**config.mk**
```make
export PLATFORM = sky130hd
export DESIGN_NAME = pipe_stage_reg_flat
export DESIGN_NICKNAME = d
export VERILOG_FILES = /design/src/rtl/pipe_pkg.sv /design/src/rtl/pipe_stage_reg_if.sv /design/src/rtl/pipe_slot.sv /design/src/rtl/pipe_stage_reg.sv /design/src/flat_wrapper.sv
export SDC_FILE = /design/constraint.sdc
export NUM_CORES = 1
export LEC_CHECK = 0
export BUFFER_PORTS_ARGS = -buffer_cell sky130_fd_sc_hd__buf_2
export CORE_AREA = 4 4 152 191
export CTS_CLUSTER_DIAMETER = 50
export CTS_CLUSTER_SIZE = 24
export DETAILED_ROUTE_END_ITERATION = 7
export DIE_AREA = 0 0 156 195
export GPL_TIMING_DRIVEN = 0
export PLACE_DENSITY = 0.82
export SLEW_MARGIN = 40
export SYNTH_ARGS = -nofsm -noshare
export SYNTH_HDL_FRONTEND = slang
export SYNTH_SLANG_ARGS = --single-unit
```
**constraint.sdc**
```tcl
create_clock -name CLK -period 3.5 [get_ports CLK]
set_clock_uncertainty 0.15 [all_clocks]
set_input_delay 0.175 -clock CLK [delete_from_list [all_inputs] [get_ports CLK]]
set_output_delay 0.175 -clock CLK [all_outputs]
set_load 0.05 [all_outputs]
```
**src/rtl/pipe_pkg.sv**
```systemverilog
// pipe_pkg: shared pipeline-register widths, ID/EX control layout and
// pack/unpack helpers for the ID/EX, EX/MEM and MEM/WB stage vectors.
package pipe_pkg;
   localparam int CTRL_W = 10;
   localparam int DATA_W = 165;
   localparam int OCC_W  = 2;
   localparam int IDEX_REGWRITE    = 9;
   localparam int IDEX_RESULTSRC   = 7;
   localparam int IDEX_RESULTSRC_W = 2;
   localparam int IDEX_MEMWRITE    = 6;
   localparam int IDEX_JUMP        = 5;
   localparam int IDEX_BRANCH      = 4;
   localparam int IDEX_ALUCTRL     = 1;
   localparam int IDEX_ALUCTRL_W   = 3;
   localparam int IDEX_ALUSRC      = 0;
   typedef struct packed {
      logic       reg_write;
      logic [1:0] result_src;
      logic       mem_write;
      logic       jump;
      logic       branch;
      logic [2:0] alu_control;
      logic       alu_src;
   } idex_ctrl_t;
   typedef struct packed {
      logic [31:0] rd1;
      logic [31:0] rd2;
      logic [31:0] pc;
      logic [4:0]  rd;
      logic [31:0] imm_ext;
      logic [31:0] pc_plus4;
   } idex_data_t;
   typedef struct packed {
      logic       reg_write;
      logic [1:0] result_src;
      logic       mem_write;
   } exmem_ctrl_t;
   typedef struct packed {
      logic [31:0] alu_result;
      logic [31:0] write_data;
      logic [4:0]  rd;
      logic [31:0] pc_plus4;
   } exmem_data_t;
   typedef struct packed {
      logic       reg_write;
      logic [1:0] result_src;
   } memwb_ctrl_t;
   typedef struct packed {
      logic [31:0] alu_result;
      logic [31:0] read_data;
      logic [4:0]  rd;
      logic [31:0] pc_plus4;
   } memwb_data_t;
   localparam int EXMEM_CTRL_W = $bits(exmem_ctrl_t);
   localparam int EXMEM_DATA_W = $bits(exmem_data_t);
   localparam int MEMWB_CTRL_W = $bits(memwb_ctrl_t);
   localparam int MEMWB_DATA_W = $bits(memwb_data_t);
   function automatic logic [CTRL_W-1:0] pack_idex_ctrl(input idex_ctrl_t c);
      return c;
   endfunction
   function automatic idex_ctrl_t unpack_idex_ctrl(input logic [CTRL_W-1:0] v);
      return idex_ctrl_t'(v);
   endfunction
   function automatic logic [DATA_W-1:0] pack_idex_data(input idex_data_t d);
      return d;
   endfunction
   function automatic idex_data_t unpack_idex_data(input logic [DATA_W-1:0] v);
      return idex_data_t'(v);
   endfunction
   function automatic logic [EXMEM_CTRL_W-1:0] pack_exmem_ctrl(input exmem_ctrl_t c);
      return c;
   endfunction
   function automatic exmem_ctrl_t unpack_exmem_ctrl(input logic [EXMEM_CTRL_W-1:0] v);
      return exmem_ctrl_t'(v);
   endfunction
   function automatic logic [EXMEM_DATA_W-1:0] pack_exmem_data(input exmem_data_t d);
      return d;
   endfunction
   function automatic exmem_data_t unpack_exmem_data(input logic [EXMEM_DATA_W-1:0] v);
      return exmem_data_t'(v);
   endfunction
   function automatic logic [MEMWB_CTRL_W-1:0] pack_memwb_ctrl(input memwb_ctrl_t c);
      return c;
   endfunction
   function automatic memwb_ctrl_t unpack_memwb_ctrl(input logic [MEMWB_CTRL_W-1:0] v);
      return memwb_ctrl_t'(v);
   endfunction
   function automatic logic [MEMWB_DATA_W-1:0] pack_memwb_data(input memwb_data_t d);
      return d;
   endfunction
   function automatic memwb_data_t unpack_memwb_data(input logic [MEMWB_DATA_W-1:0] v);
      return memwb_data_t'(v);
   endfunction
endpackage

```
**src/rtl/pipe_stage_reg_if.sv**
```systemverilog
// pipe_stage_reg_if: valid/ready stage boundary plus flush and occupancy.
interface pipe_stage_reg_if import pipe_pkg::*; #(
   parameter int CTRL_W = pipe_pkg::CTRL_W,
   parameter int DATA_W = pipe_pkg::DATA_W
);
   logic              flush;
   logic              in_valid;
   logic              in_ready;
   logic [CTRL_W-1:0] in_ctrl;
   logic [DATA_W-1:0] in_data;
   logic              out_valid;
   logic              out_ready;
   logic [CTRL_W-1:0] out_ctrl;
   logic [DATA_W-1:0] out_data;
   logic [OCC_W-1:0]  occupancy;
   modport master (
      output flush, in_valid, in_ctrl, in_data, out_ready,
      input  in_ready, out_valid, out_ctrl, out_data, occupancy
   );
   modport slave (
      input  flush, in_valid, in_ctrl, in_data, out_ready,
      output in_ready, out_valid, out_ctrl, out_data, occupancy
   );
endinterface

```
**src/rtl/pipe_slot.sv**
```systemverilog
// pipe_slot: one valid+ctrl+data register; clear makes it a bubble with ctrl zeroed.
module pipe_slot #(
   parameter int CTRL_W   = pipe_pkg::CTRL_W,
   parameter int DATA_W   = pipe_pkg::DATA_W,
   parameter bit CLR_DATA = 1'b0
) (
   input  logic              CLK,
   input  logic              RST,
   input  logic              load,
   input  logic              clear,
   input  logic [CTRL_W-1:0] d_ctrl,
   input  logic [DATA_W-1:0] d_data,
   output logic              valid,
   output logic [CTRL_W-1:0] ctrl,
   output logic [DATA_W-1:0] data
);
   always_ff @(posedge CLK or negedge RST)
      if (!RST) begin
         valid <= 1'b0;
         ctrl  <= '0;
         data  <= '0;
      end else if (clear) begin
         valid <= 1'b0;
         ctrl  <= '0;
         if (CLR_DATA) data <= '0;
      end else if (load) begin
         valid <= 1'b1;
         ctrl  <= d_ctrl;
         data  <= d_data;
      end
endmodule

```
**src/rtl/pipe_stage_reg.sv**
```systemverilog
// pipe_stage_reg: valid/ready pipeline stage register with optional 2-entry
// skid buffer (registered in_ready) and synchronous flush.
module pipe_stage_reg import pipe_pkg::*; #(
   parameter int CTRL_W         = pipe_pkg::CTRL_W,
   parameter int DATA_W         = pipe_pkg::DATA_W,
   parameter bit SKID           = 1'b1,
   parameter bit FLUSH_CLR_DATA = 1'b0
) (
   input logic             CLK,
   input logic             RST,
   pipe_stage_reg_if.slave bus
);
   logic              acc, m_take;
   logic              m_load, m_clear, s_load, s_clear;
   logic              m_valid, s_valid;
   logic [CTRL_W-1:0] s_ctrl;
   logic [DATA_W-1:0] s_data;
   assign bus.in_ready  = SKID ? !s_valid : (!m_valid || bus.out_ready);
   assign acc           = bus.in_valid && bus.in_ready;
   assign m_take        = !m_valid || bus.out_ready;
   assign bus.out_valid = m_valid;
   assign bus.occupancy = OCC_W'(m_valid) + OCC_W'(s_valid);
   // M refills from S first to keep FIFO order; S only catches what M cannot take
   always_comb begin
      m_load  = !bus.flush && m_take && (s_valid || acc);
      m_clear = bus.flush || (m_take && !s_valid && !acc);
      s_load  = !bus.flush && acc && !(m_take && !s_valid);
      s_clear = bus.flush || (m_take && s_valid && !acc);
   end
   pipe_slot #(.CTRL_W(CTRL_W), .DATA_W(DATA_W), .CLR_DATA(FLUSH_CLR_DATA)) u_m (
      .CLK(CLK), .RST(RST), .load(m_load), .clear(m_clear),
      .d_ctrl(s_valid ? s_ctrl : bus.in_ctrl),
      .d_data(s_valid ? s_data : bus.in_data),
      .valid(m_valid), .ctrl(bus.out_ctrl), .data(bus.out_data)
   );
   if (SKID) begin : g_skid
      pipe_slot #(.CTRL_W(CTRL_W), .DATA_W(DATA_W), .CLR_DATA(FLUSH_CLR_DATA)) u_s (
         .CLK(CLK), .RST(RST), .load(s_load), .clear(s_clear),
         .d_ctrl(bus.in_ctrl), .d_data(bus.in_data),
         .valid(s_valid), .ctrl(s_ctrl), .data(s_data)
      );
   end else begin : g_noskid
      assign s_valid = 1'b0;
      assign s_ctrl  = '0;
      assign s_data  = '0;
   end
endmodule

```
**src/flat_wrapper.sv**
```systemverilog
// flat-port wrapper written by rule: the top's interface ports become plain ports
module pipe_stage_reg_flat import pipe_pkg::*;
#(
   parameter int CTRL_W         = pipe_pkg::CTRL_W,
   parameter int DATA_W         = pipe_pkg::DATA_W,
   parameter bit SKID           = 1'b1,
   parameter bit FLUSH_CLR_DATA = 1'b0
)
  (CLK, RST, bus_flush, bus_in_valid, bus_in_ctrl, bus_in_data, bus_out_ready, bus_in_ready, bus_out_valid, bus_out_ctrl, bus_out_data, bus_occupancy);
  pipe_stage_reg_if #(.CTRL_W(CTRL_W), .DATA_W(DATA_W)) bus_i ();
  input logic CLK;
  input logic RST;
  input wire logic [$bits(bus_i.flush)-1:0] bus_flush;
  input wire logic [$bits(bus_i.in_valid)-1:0] bus_in_valid;
  input wire logic [$bits(bus_i.in_ctrl)-1:0] bus_in_ctrl;
  input wire logic [$bits(bus_i.in_data)-1:0] bus_in_data;
  input wire logic [$bits(bus_i.out_ready)-1:0] bus_out_ready;
  output wire logic [$bits(bus_i.in_ready)-1:0] bus_in_ready;
  output wire logic [$bits(bus_i.out_valid)-1:0] bus_out_valid;
  output wire logic [$bits(bus_i.out_ctrl)-1:0] bus_out_ctrl;
  output wire logic [$bits(bus_i.out_data)-1:0] bus_out_data;
  output wire logic [$bits(bus_i.occupancy)-1:0] bus_occupancy;
  assign bus_i.flush = bus_flush;
  assign bus_i.in_valid = bus_in_valid;
  assign bus_i.in_ctrl = bus_in_ctrl;
  assign bus_i.in_data = bus_in_data;
  assign bus_i.out_ready = bus_out_ready;
  assign bus_in_ready = bus_i.in_ready;
  assign bus_out_valid = bus_i.out_valid;
  assign bus_out_ctrl = bus_i.out_ctrl;
  assign bus_out_data = bus_i.out_data;
  assign bus_occupancy = bus_i.occupancy;
  pipe_stage_reg #(.CTRL_W(CTRL_W), .DATA_W(DATA_W), .SKID(SKID), .FLUSH_CLR_DATA(FLUSH_CLR_DATA)) u_core (.CLK(CLK), .RST(RST), .bus(bus_i));
endmodule
```
Word-level counts from Yosys, hierarchy flattened
Cells that the tools add are included.
{"block": "word_totals", "ff_bits": 352, "latchBits": 0, "ramBits": 0, "romBits": 0, "in_bits": 180, "out_inout_bits": 179, "word_cells": 41, "n_memories": 0}
{"block": "classes", "add_sub_neg": 1, "n_mul": 0, "div_mod_pow": 0, "n_lt_le_gt_ge": 0, "eq_ne": 0, "n_shift": 0, "muxes": 10, "bitwise": 2, "reduce_logical": 22}
{"cell": "$mux W165", "n": 1}
{"cell": "$mux W10", "n": 5}
{"cell": "$logic_and A1 B1 Y1", "n": 9}
{"cell": "$logic_not A1 Y1", "n": 5}
{"cell": "$logic_or A1 B1 Y1", "n": 4}
{"cell": "$mux W1", "n": 4}
{"cell": "$reduce_and A2 Y1", "n": 2}
{"cell": "$reduce_bool A2 Y1", "n": 2}
{"cell": "$add A1 B1 Y2", "n": 1}
{"cell": "$not A1 Y1", "n": 2}

Logic depth before layout (Yosys ltp)
Gate-level depths: netlist of the first run.
{"block": "logic_depth", "word_depth": 7, "mapped_depth": 7, "ltp_nobuf": 3}

Modules after synthesis
Synthesis of the first run repeated with hierarchy kept, for this count alone.
{"block": "hier_totals", "hier_cells": 971, "area_unflattened_um2": 17092.6}
{"module": "pipe_slot", "n_inst": 2, "cells_per_inst": 384, "area_per_inst_um2": 7245.7}
{"module": "pipe_stage_reg", "n_inst": 1, "cells_per_inst": 203, "area_per_inst_um2": 2601.2}

Worst setup path after synthesis of the first run
Ideal clock, no wire load.
{"block": "synth_path", "kind": "flip-flop to flip-flop", "start": "register u_core.u_m.valid", "end": "register u_core.g_skid.u_s.data[100]", "setup_time_ps": 125, "t_arrival_ps": 1803, "setup_slack_ps": 1422, "stages_incl_launch_ff": 7, "path_buffers": 3, "path_cell_list": "dfrtp_1 > and4bb_1 > nor2b_4 > buf_6 > buf_8 > buf_8 > mux2_4"}
{"block": "synth_via", "elab_chain_len": 7, "word_cells_on_any_way": 10}
{"item": "from (decl)", "line": "pipe_slot.sv:13", "text": "output logic valid,"}
{"item": "from (signal assigned)", "line": "pipe_slot.sv:19", "text": "valid <= 1'b0;"}
{"item": "from (signal assigned)", "line": "pipe_slot.sv:23", "text": "valid <= 1'b0;"}
{"item": "from (signal assigned)", "line": "pipe_slot.sv:27", "text": "valid <= 1'b1;"}
{"item": "$logic_not A1 Y1 *"}
{"item": "$logic_or A1 B1 Y1 *"}
{"item": "$logic_and A1 B1 Y1 (2 in a row)", "line": "pipe_stage_reg.sv:28", "text": "s_clear = bus.flush || (m_take && s_valid && !acc);"}
{"item": "$logic_or A1 B1 Y1", "line": "pipe_stage_reg.sv:28"}
{"item": "$not A1 Y1 (no source line)"}
{"item": "$reduce_and A2 Y1 (no source line) *"}
{"item": "to (signal assigned)", "line": "pipe_slot.sv:29", "text": "data <= d_data;"}
{"item": "to (decl)", "line": "pipe_slot.sv:15", "text": "output logic [DATA_W-1:0] data"}
Every way passes the cells marked *; elsewhere a longest branch is shown, timed or not.
A chain may end at the register's enable or synchronous reset.

Worst setup path after layout of the first run
{"block": "layout_path", "start": "register u_core.g_skid.u_s.valid", "end": "output bus_in_ready"}
{"block": "layout_via", "elab_chain_len": 1}
{"item": "from (decl)", "line": "pipe_slot.sv:13"}
{"item": "from (signal assigned)", "line": "pipe_slot.sv:19"}
{"item": "from (signal assigned)", "line": "pipe_slot.sv:23"}
{"item": "from (signal assigned)", "line": "pipe_slot.sv:27"}
{"item": "$logic_not A1 Y1", "line": "pipe_stage_reg.sv:18", "text": "assign bus.in_ready = SKID ? !s_valid : (!m_valid || bus.out_ready);"}
{"item": "to (decl)", "line": "flat_wrapper.sv:18", "text": "output wire logic [$bits(bus_i.in_ready)-1:0] bus_in_ready;"}
No other way between the ends.

==> results.sh, run 1 <==
export IMPL_slew_violations=0
export IMPL_syn_mean_instance_area_um2=16.4
export IMPL_h_tree_depth=1
export IMPL_post_cts_resize_count=0
export IMPL_cp_common_cell="buf_2"
export IMPL_grt_max_degree=77
export IMPL_maxCapViolCount=0
export IMPL_slowest_stage="dfrtp_1"
export IMPL_clock_latency_ns=0.57
export IMPL_irDropWorstVdd_v=0.000486
export IMPL_dpl_hpwl_mm=25.4
export IMPL_setup_viol=0
export IMPL_synth_commonest_cells="dfrtp_1, mux2_1, mux2_2"
export IMPL_numPortBuffers=357
export IMPL_fillers=1556
export IMPL_antenna_found_initial=2
export IMPL_hold_viol=0
export IMPL_cts_buffers=30
export IMPL_maxSlewHeadroom_pct=51.8
export IMPL_met2WireLength_mm=21.3
export IMPL_clock_fmax_mhz=398
export IMPL_critical_path_endpoint_type="output port"
export IMPL_path_class="reg -> out"
export IMPL_syn_num_nets=1131
export IMPL_initialDrtViolationCount=364
export IMPL_coreArea_um2=27300
export IMPL_met1Wirelength_mm=15.0
export IMPL_postRouteAntennaNets=0
export IMPL_synth_main_ff_cell="dfrtp_1"
export IMPL_placed_cells=1662
export IMPL_cts_tree="built"
export IMPL_route_met3_wl_mm=2.30
export IMPL_first_pass_iters=4
export IMPL_rsz0062_at_grt="false"
export IMPL_fin_crit_sh_pct=71.8
export IMPL_synthTopCellsByArea="dfrtp_1, mux2_1, mux2_2"
export IMPL_grt_ovfl_total=0
export IMPL_yosysMostFrequentCell="dfrtp_1"
export IMPL_stdcell_count=1900
export IMPL_ys_seq_area_share_pct=56.6
export IMPL_crit_chain="buf_2 > buf_4 > buf_4 > buf_2 > inv_2 > buf_2"
export IMPL_hold_class="in -> async"
export IMPL_dieArea_um2=30400
export IMPL_vias=10200
export IMPL_synth_cells=950
export IMPL_grt_pass1_wl_mm=64.0
export IMPL_clk_pin_slew_ns=0.09
export IMPL_report_power_total_uw=12500
export IMPL_fin_crit_ns=2.51
export IMPL_synth_distinct_cells=25
export IMPL_cp_top_family="buffers and inverters"
export IMPL_drive_above_1_share_pct=46.5
export IMPL_wirelength_mm=40.3
export IMPL_die_y_um=195
export IMPL_dpl_cell_area_um2=17900
export IMPL_worstMarginPinSlew_ns=0.722
export IMPL_die_w_um=156
export IMPL_netlist_area_um2=15600
export IMPL_synth_top_area_cell="dfrtp_1"
export IMPL_viasPerCell=5.38
export IMPL_arrival_ns=2.19
export IMPL_crit_buf_inv=6
export IMPL_rows=68
export IMPL_routed_top_layer="met4"
export IMPL_grt_pass1_vias=11700
export IMPL_p_leak_uw=0.00970
export IMPL_avgRoutedWirePerCell_um=21.2
export IMPL_grtUsageTotal_pct=26.2
export IMPL_cts_buffer_depth=3
export IMPL_cp_max_fo=10
export IMPL_synth_async_reset_ratio_pct=100
export IMPL_synth_edf_count=0
export IMPL_outcome="finished clean"
export IMPL_start_util_pct=57.0
export IMPL_syn2layout_area_growth_pct=34.0
export IMPL_p_per_area_nw_per_um2=600
export IMPL_stdcell_area_um2=20900
export IMPL_root_buffer="clkbuf_16"
export IMPL_drc_errors=0
export IMPL_io_pins=359
export IMPL_start_kind="register"
export IMPL_cp_required_ns=3.17
export IMPL_fin_nets=1706
export IMPL_max_stage_delay_ns=0.38
export IMPL_ys_seq_elements=352
export IMPL_yosysWarnings=0
export IMPL_final_util_pct=76.4
export IMPL_synth_top_area_share_pct=56.6
export IMPL_clkSinkCount=352
export IMPL_place_congestion=0.824
## cells in the final DEF, fill, tap and decap left out, types with 3 or more instances in the layout
master           n
a22o_1          10
buf_8           12
clkinv_8         3
buf_1            3
bufinv_16        3
inv_6            8
inv_8            3
mux2_2         149
mux2i_1         10
clkbuf_1         8
buf_6            6
buf_16           6
clkbuf_16       31
dlygate4sd3_1  180
mux2_1         246
buf_2          386
o2bb2ai_1       10
dfrtp_1        352
mux2_4         100
## metrics by stage
stage | TNS [ns] | hold WS [ns] | worst slack, ns
floorplan | 0 | -0.271 | 1.42
detailed placement | 0 | -0.00256 | 1.05
finish | 0 | 0.0726 | 0.987
global placement | -1629.88 | 0.253 | -4.68
global route | 0 | 0.0895 | 0.912
CTS | 0 | 0.0597 | 0.972
## cells by family after synthesis
kind of cell	synth area share, %
buf+inv	2.84
flops	56.6
mux	38.8
compound gates	1.24
fa+ha+maj	0.0803
simple gates	0.434
## area by class of cell
class	instances	area [um^2]	share of cell area, %
antenna	2	5.00	0.0240
buffer	60	439	2.10
clock buffer	32	790	3.78
clock inverter	23	297	1.42
inverter	1	3.75	0.0180
multi-input combinational	537	6320	30.3
sequential	352	8810	42.2
tap	350	438	2.10
timing repair buffer	543	3760	18.0
## where the power goes
| part | switching (uW) | internal (uW) | total (uW) | leakage, uW |
|---|---|---|---|---|
| clock network | 1710 | 1940 | 3650 | 0.000526 |
| logic | 2120 | 1340 | 3460 | 0.00491 |
| registers | 475 | 4920 | 5400 | 0.00426 |
| total | 4310 | 8200 | 12500 | 0.00970 |
## flip-flops by register name, summed over array words and instances (netlist names)
name and flops:
u_core.g_skid.u_s.data 165, u_core.u_m.data 165, u_core.g_skid.u_s.ctrl 10, u_core.u_m.ctrl 10
u_core.g_skid.u_s.valid 1, u_core.u_m.valid 1
## what timing repair did
item	CTS	global route
setup endpoints to repair	0	0
buffers inserted	0	0
hold endpoints to repair	589	0
hold buffers	181	0
## routing by layer
| metal | global-route usage, % | up-vias |
|---|---|---|
| met5 | 0 | - |
| met4 | 10.0 | 0 |
| met3 | 5.45 | 100 |
| met2 | 47.7 | 329 |
| met1 | 29.9 | 5229 |
| li1 | - | 4572 |
## final timing paths
check	from	end	slack (ns)	cells past startpoint
hold reg to reg	u_core.u_m.data[67]	u_core.u_m.data[67]	0.33	1
setup reg to reg	u_core.g_skid.u_s.valid	u_core.u_m.data[67]	1.07	5
min in group CLK	bus_in_data[8]	u_core.g_skid.u_s.data[8]	0.23	3
max in group asynchronous	RST	u_core.u_m.ctrl[8]	2.45	4
setup / recovery	u_core.g_skid.u_s.valid	bus_in_ready	0.99	6
hold / removal	RST	u_core.g_skid.u_s.data[73]	0.07	3
## worst reg2reg max path, cell delays in order (launching register included)
cell      delay [ns]
dfrtp_1         0.38
buf_2           0.21
buf_2           0.32
clkbuf_1        0.56
mux2_1          0.41
mux2_1          0.30
(Power assumes the default switching activity.)
==> inputs of run 2 (changes only) <==
ABC_AREA = 1   (was unset)
CORE_AREA = 4 4 154 193   (was 4 4 152 191)
DIE_AREA = 0 0 158 197   (was 0 0 156 195)
PLACE_DENSITY = 0.77   (was 0.82)
clock period = 2.5 ns   (was 3.5 ns; I/O delays follow)
==> results.sh, run 2 <==
export IMPL_start_util_pct=53.6
export IMPL_clock_fmax_mhz=435
export IMPL_start_kind="register"
export IMPL_clk_pin_slew_ns=0.07
export IMPL_synth_distinct_cells=22
export IMPL_fin_nets=2483
export IMPL_syn2layout_area_growth_pct=37.3
export IMPL_vias=14600
export IMPL_rows=68
export IMPL_slew_violations=0
export IMPL_path_class="reg -> out"
export IMPL_ys_seq_elements=352
export IMPL_rsz0062_at_grt="false"
export IMPL_grt_ovfl_total=0
export IMPL_coreArea_um2=27700
export IMPL_dieArea_um2=31100
export IMPL_syn_mean_instance_area_um2=8.66
export IMPL_post_cts_buffers=0
export IMPL_dpl_hpwl_mm=30.8
export IMPL_yosysWarnings=0
export IMPL_synth_main_ff_cell="dfrtp_1"
export IMPL_syn_num_nets=1893
export IMPL_antenna_found_initial=6
export IMPL_wirelength_mm=48.2
export IMPL_post_cts_resize_count=0
export IMPL_cts_tree="built"
export IMPL_pre_cts_ws_ns=0.491
export IMPL_largestRegisters="u_core.g_skid.u_s.data: 165 flops, u_core.u_m.data: 165 flops"
export IMPL_synthTopCellsByArea="dfrtp_1, nand2_1, o21ai_0"
export IMPL_p_leak_uw=0.0109
export IMPL_clkSinkCount=352
export IMPL_cp_max_fo=10
export IMPL_layout_cells_most_common_list="nand2_1, buf_2, dfrtp_1"
export IMPL_synth_top_area_cell="dfrtp_1"
export IMPL_die_w_um=158
export IMPL_yosysMostFrequentCell="nand2_1"
export IMPL_stdcell_count=2685
export IMPL_synth_commonest_cells="nand2_1, dfrtp_1, o21ai_0"
export IMPL_arrival_ns=2.02
export IMPL_root_buffer="clkbuf_16"
export IMPL_setup_tns_ns=0
export IMPL_viasPerCell=5.43
export IMPL_place_congestion=0.853
export IMPL_drive_above_1_share_pct=23.7
export IMPL_fin_crit_sh_pct=91.9
export IMPL_hold_slack_ns=0.221
export IMPL_worstMarginPinSlew_ns=0.514
export IMPL_postRouteAntennaNets=0
export IMPL_first_pass_iters=6
export IMPL_io_pins=359
export IMPL_hold_viol=0
export IMPL_grtUsageTotal_pct=30.5
export IMPL_outcome="finished clean"
export IMPL_layout_commonest_cell="nand2_1"
export IMPL_placed_cells=2425
export IMPL_final_util_pct=73.6
export IMPL_ys_seq_area_share_pct=59.4
export IMPL_netlist_area_um2=14800
export IMPL_fin_crit_ns=2.30
export IMPL_clock_latency_ns=0.51
export IMPL_synth_top_area_share_pct=59.4
export IMPL_synth_edf_count=0
export IMPL_maxSlewHeadroom_pct=65.8
export IMPL_die_y_um=197
export IMPL_setup_viol=0
export IMPL_h_tree_depth=2
export IMPL_grt_pass1_wl_mm=76.6
export IMPL_p_per_area_nw_per_um2=841
export IMPL_critical_path_endpoint_type="output port"
export IMPL_avgRoutedWirePerCell_um=18.0
export IMPL_initialDrtViolationCount=1053
export IMPL_hold_class="in -> reg"
export IMPL_cts_buffers=36
export IMPL_worst_slack_ns=0.201
export IMPL_synth_async_reset_ratio_pct=100
export IMPL_maxCapViolCount=0
export IMPL_numPortBuffers=358
export IMPL_cp_required_ns=2.23
export IMPL_drc_errors=0
export IMPL_irDropWorstVdd_v=0.000630
export IMPL_grt_pass1_vias=15100
export IMPL_cts_buffer_depth=3
export IMPL_grt_max_degree=81
export IMPL_synth_cells=1712
## run 2: cell count changes after synthesis, moves of 31 or more
cell,previous run,this run
o21ai_1,0,144
or2_2,0,34
nand2_1,0,556
mux2_2,149,0
mux2_4,100,0
mux2_1,246,0
o21ai_0,0,343
buf_2,30,61
inv_1,0,143
## run 2: timing repair
item | in CTS | in global routing
hold buffers | 189 | 0
endpoints found under the setup margin | 0 | 0
endpoints found under the hold margin | 557 | 0
## run 2: cells by family (layout without fill, tap and decap cells)
logic type,after synthesis,count (layout),synth area share [%]
other,0,7,0
buffers and inverters,258,874,7.56
and+or+nand+nor,613,613,16.4
AOI/OAI and AO/OA,488,488,16.5
DFF,352,352,59.4
adders and majority gates,1,1,0.0844
## run 2: per-stage QoR
stage | power [uW] | area [um^2]
final | 17100 | 20300
after global routing | 17800 | 20300
after CTS | 17100 | 20300
after detailed placement | 11300 | 17200
after global placement | 11100 | 17100
after floorplan | 10000 | 14800
## run 2: path summary, 6_finish.rpt
path,startpoint,to,slack [ns],cells after the start
worst max register to register,u_core.g_skid.u_s.valid,u_core.g_skid.u_s.ctrl[0],0.48,6
min in group asynchronous,RST,u_core.g_skid.u_s.ctrl[5],0.53,4
worst min register to register,u_core.g_skid.u_s.data[160],u_core.g_skid.u_s.data[160],0.33,2
worst max-delay path,u_core.g_skid.u_s.valid,bus_in_ready,0.20,4
max in group asynchronous,RST,u_core.u_m.data[58],0.56,6
worst min-delay path,bus_in_data[140],u_core.g_skid.u_s.data[140],0.22,4
## run 2: critical path: stages, from the launching register on
cell and delay [ns]:
dfrtp_1 0.46, inv_2 0.19, buf_2 0.29, buf_2 0.27
buf_2 0.31
## run 2: layout make-up
cell class | instances | area (um^2)
diodes | 7 | 17.5
plain buffers | 114 | 579
clock buffers | 39 | 943
clock inverters | 25 | 284
fillers | 1914 | 7310
inverters | 144 | 541
multi-input cells | 1102 | 4890
flip-flops and latches | 352 | 8810
well taps | 350 | 438
repair buffers | 552 | 3840
## run 2: where the power goes
| group | internal (uW) | leakage (uW) | switching, uW |
|---|---|---|---|
| logic | 1220 | 0.00585 | 3010 |
| registers | 6750 | 0.00443 | 594 |
| clock network | 3120 | 0.000572 | 2430 |
## run 2: metal layers
layer / share of wire (%) / track usage (%) / wire, um
met1: 37 / 36.4 / 17900
met2: 50 / 51.0 / 24000
met5: 0 / 0 / 0
met4: 6.1 / 17.6 / 2920
met3: 7.0 / 6.19 / 3380
==> inputs of run 3 (changes only) <==
CORE_AREA = 4 4 148 186   (was 4 4 154 193)
DIE_AREA = 0 0 152 190   (was 0 0 158 197)
PLACE_DENSITY = 0.83   (was 0.77)
clock period = 2.7 ns   (was 2.5 ns; I/O delays follow)
==> results.sh, run 3 (synthesis gave the netlist of run 2 again) <==
export IMPL_grt_pass1_vias=15400
export IMPL_h_tree_depth=1
export IMPL_cts_buffer_depth=3
export IMPL_slew_violations=0
export IMPL_start_util_pct=57.5
export IMPL_hold_viol=0
export IMPL_met3_usage_pct=7.28
export IMPL_final_util_pct=78.2
export IMPL_cp_common_cell="nand2_1"
export IMPL_maxSlewHeadroom_pct=60.9
export IMPL_antenna_found_initial=6
export IMPL_hold_end="u_core.g_skid.u_s.data[164]"
export IMPL_p_per_area_nw_per_um2=769
export IMPL_dpl_hpwl_mm=29.8
export IMPL_layout_commonest_cell="nand2_1"
export IMPL_slowest_stage="dlygate4sd3_1"
export IMPL_r2r_end="u_core.g_skid.u_s.ctrl[9]"
export IMPL_fillers=1519
export IMPL_min_from="bus_out_ready"
export IMPL_drc_errors=0
export IMPL_syn2layout_area_growth_pct=36.0
export IMPL_ff2ff_path_depth=7
export IMPL_hold_class="in -> reg"
export IMPL_cp_required_ns=3.06
export IMPL_grt_util_met2_pct=58.5
export IMPL_start_kind="register"
export IMPL_grt_max_degree=80
export IMPL_irDropWorstVdd_v=0.000697
export IMPL_worst_slack_ns=0.143
export IMPL_first_pass_iters=6
export IMPL_min_path_cells=7
export IMPL_pre_cts_ws_ns=0.745
export IMPL_cts_tree="built"
export IMPL_place_congestion=0.863
export IMPL_register_area_um2=8810
export IMPL_wirelength_mm=50.0
export IMPL_regToRegStartpoint="u_core.g_skid.u_s.valid"
export IMPL_clkSinkCount=352
export IMPL_numPortBuffers=358
export IMPL_io_pins=359
export IMPL_die_y_um=190
export IMPL_cp_top_family="buffers and inverters"
export IMPL_maxCapViolCount=0
export IMPL_dieArea_um2=28900
export IMPL_largestRegisters="u_core.g_skid.u_s.data: 165 flops, u_core.u_m.data: 165 flops"
export IMPL_drive_above_1_share_pct=23.4
export IMPL_path_class="reg -> reg"
export IMPL_avgRoutedWirePerCell_um=18.8
export IMPL_die_w_um=152
export IMPL_worstMarginPinSlew_ns=0.587
export IMPL_initialDrtViolationCount=1415
export IMPL_clock_latency_ns=0.57
export IMPL_crit_chain="nor2_1 > nand2_1 > nor2_4 > nand2_1 > dlygate4sd3_1 > nand2_1 > dlygate4sd3_1"
export IMPL_use_met1_pct=40.2
export IMPL_root_buffer="clkbuf_16"
export IMPL_clk_pin_slew_ns=0.09
export IMPL_rsz0062_at_grt="false"
export IMPL_critical_path_endpoint_type="register"
export IMPL_vias=15000
export IMPL_fin_crit_sh_pct=94.7
export IMPL_cp_max_fo=10
export IMPL_fin_nets=2476
export IMPL_crit_buf_inv=2
export IMPL_clock_fmax_mhz=391
export IMPL_rows=66
export IMPL_cts_buffers=30
export IMPL_max_stage_delay_ns=0.56
export IMPL_outcome="finished clean"
export IMPL_layout_cells_most_common_list="nand2_1, buf_2, dfrtp_1"
export IMPL_multi_input_area_um2=4890
export IMPL_worst_r2r_setup_slack_ns=0.14
export IMPL_fin_crit_ns=2.56
export IMPL_setup_viol=0
export IMPL_busiest_layer="met2"
export IMPL_coreArea_um2=25800
export IMPL_p_leak_uw=0.0108
export IMPL_arrival_ns=2.92
export IMPL_grtUsageTotal_pct=34.3
export IMPL_viasPerCell=5.61
export IMPL_postRouteAntennaNets=0
export IMPL_grt_pass1_wl_mm=80.6
export IMPL_grt_ovfl_total=0
-- run 3: timing repair --
item / in CTS / in global routing
hold buffers: 189 / 0
hold endpoints to repair: 547 / 0
gates resized for setup: 0 / 0
buffers inserted: 0 / 0
-- run 3: worst register-to-register path, stage by stage (launching register included) --
cell,delay [ns]
dfrtp_1,0.48
nor2_1,0.21
nand2_1,0.13
nor2_4,0.25
nand2_1,0.08
dlygate4sd3_1,0.56
nand2_1,0.09
dlygate4sd3_1,0.54
-- run 3: power by group --
group / switching, uW / leakage, uW / total, uW / internal (uW)
sequential: 574 / 0.00443 / 6820 / 6250
clock: 2180 / 0.000526 / 4700 / 2530
combinational: 2840 / 0.00584 / 3960 / 1120
total: 5600 / 0.0108 / 15500 / 9890
-- run 3: metrics by stage --
stage	cell area (um^2)	total power, uW	cells	hold WS (ns)	TNS [ns]
floorplan	14800	9280	1712	-0.311	0
global placement	17000	10300	2410	0.189	-1799.91
detailed placement	17200	10500	2414	-0.0167	0
CTS	20100	15300	2659	0.0616	0
global route	20100	16100	2664	0.149	0
finish	20200	15500	2665	0.106	0
-- run 3: cell type report --
type / count / share of cell area, %
Multi-Input combinational cell: 1102 / 24.3
Clock buffer: 34 / 4.00
Tap cell: 340 / 2.11
Inverter: 144 / 2.68
Buffer: 114 / 2.87
Timing Repair Buffer: 551 / 18.9
Clock inverter: 22 / 1.38
Antenna cell: 6 / 0.0745
Sequential cell: 352 / 43.7
-- run 3: metal layers --
layer  routed length (um)  part of all wire (%)  vias up
li1                     -                     -     6641
met1                17600                    35     7093
met2                24800                    50      936
met3                 4120                   8.2      283
met4                 3560                   7.1        2
met5                   13                 0.026        -
-- run 3: worst max-delay path by stage --
| stage | from | end | cells after the start |
|---|---|---|---|
| 6_report | u_core.g_skid.u_s.valid | u_core.g_skid.u_s.ctrl[9] | 7 |
| 5_1_grt | u_core.g_skid.u_s.valid | u_core.g_skid.u_s.ctrl[9] | 7 |
| 4_1_cts | u_core.g_skid.u_s.valid | u_core.g_skid.u_s.ctrl[9] | 7 |
| 3_5_place_dp | u_core.g_skid.u_s.valid | u_core.u_m.data[157] | 5 |
| 3_3_place_gp | RST | u_core.g_skid.u_s.data[59] | 1 |
| 2_1_floorplan | u_core.u_m.valid | u_core.g_skid.u_s.data[103] | 7 |
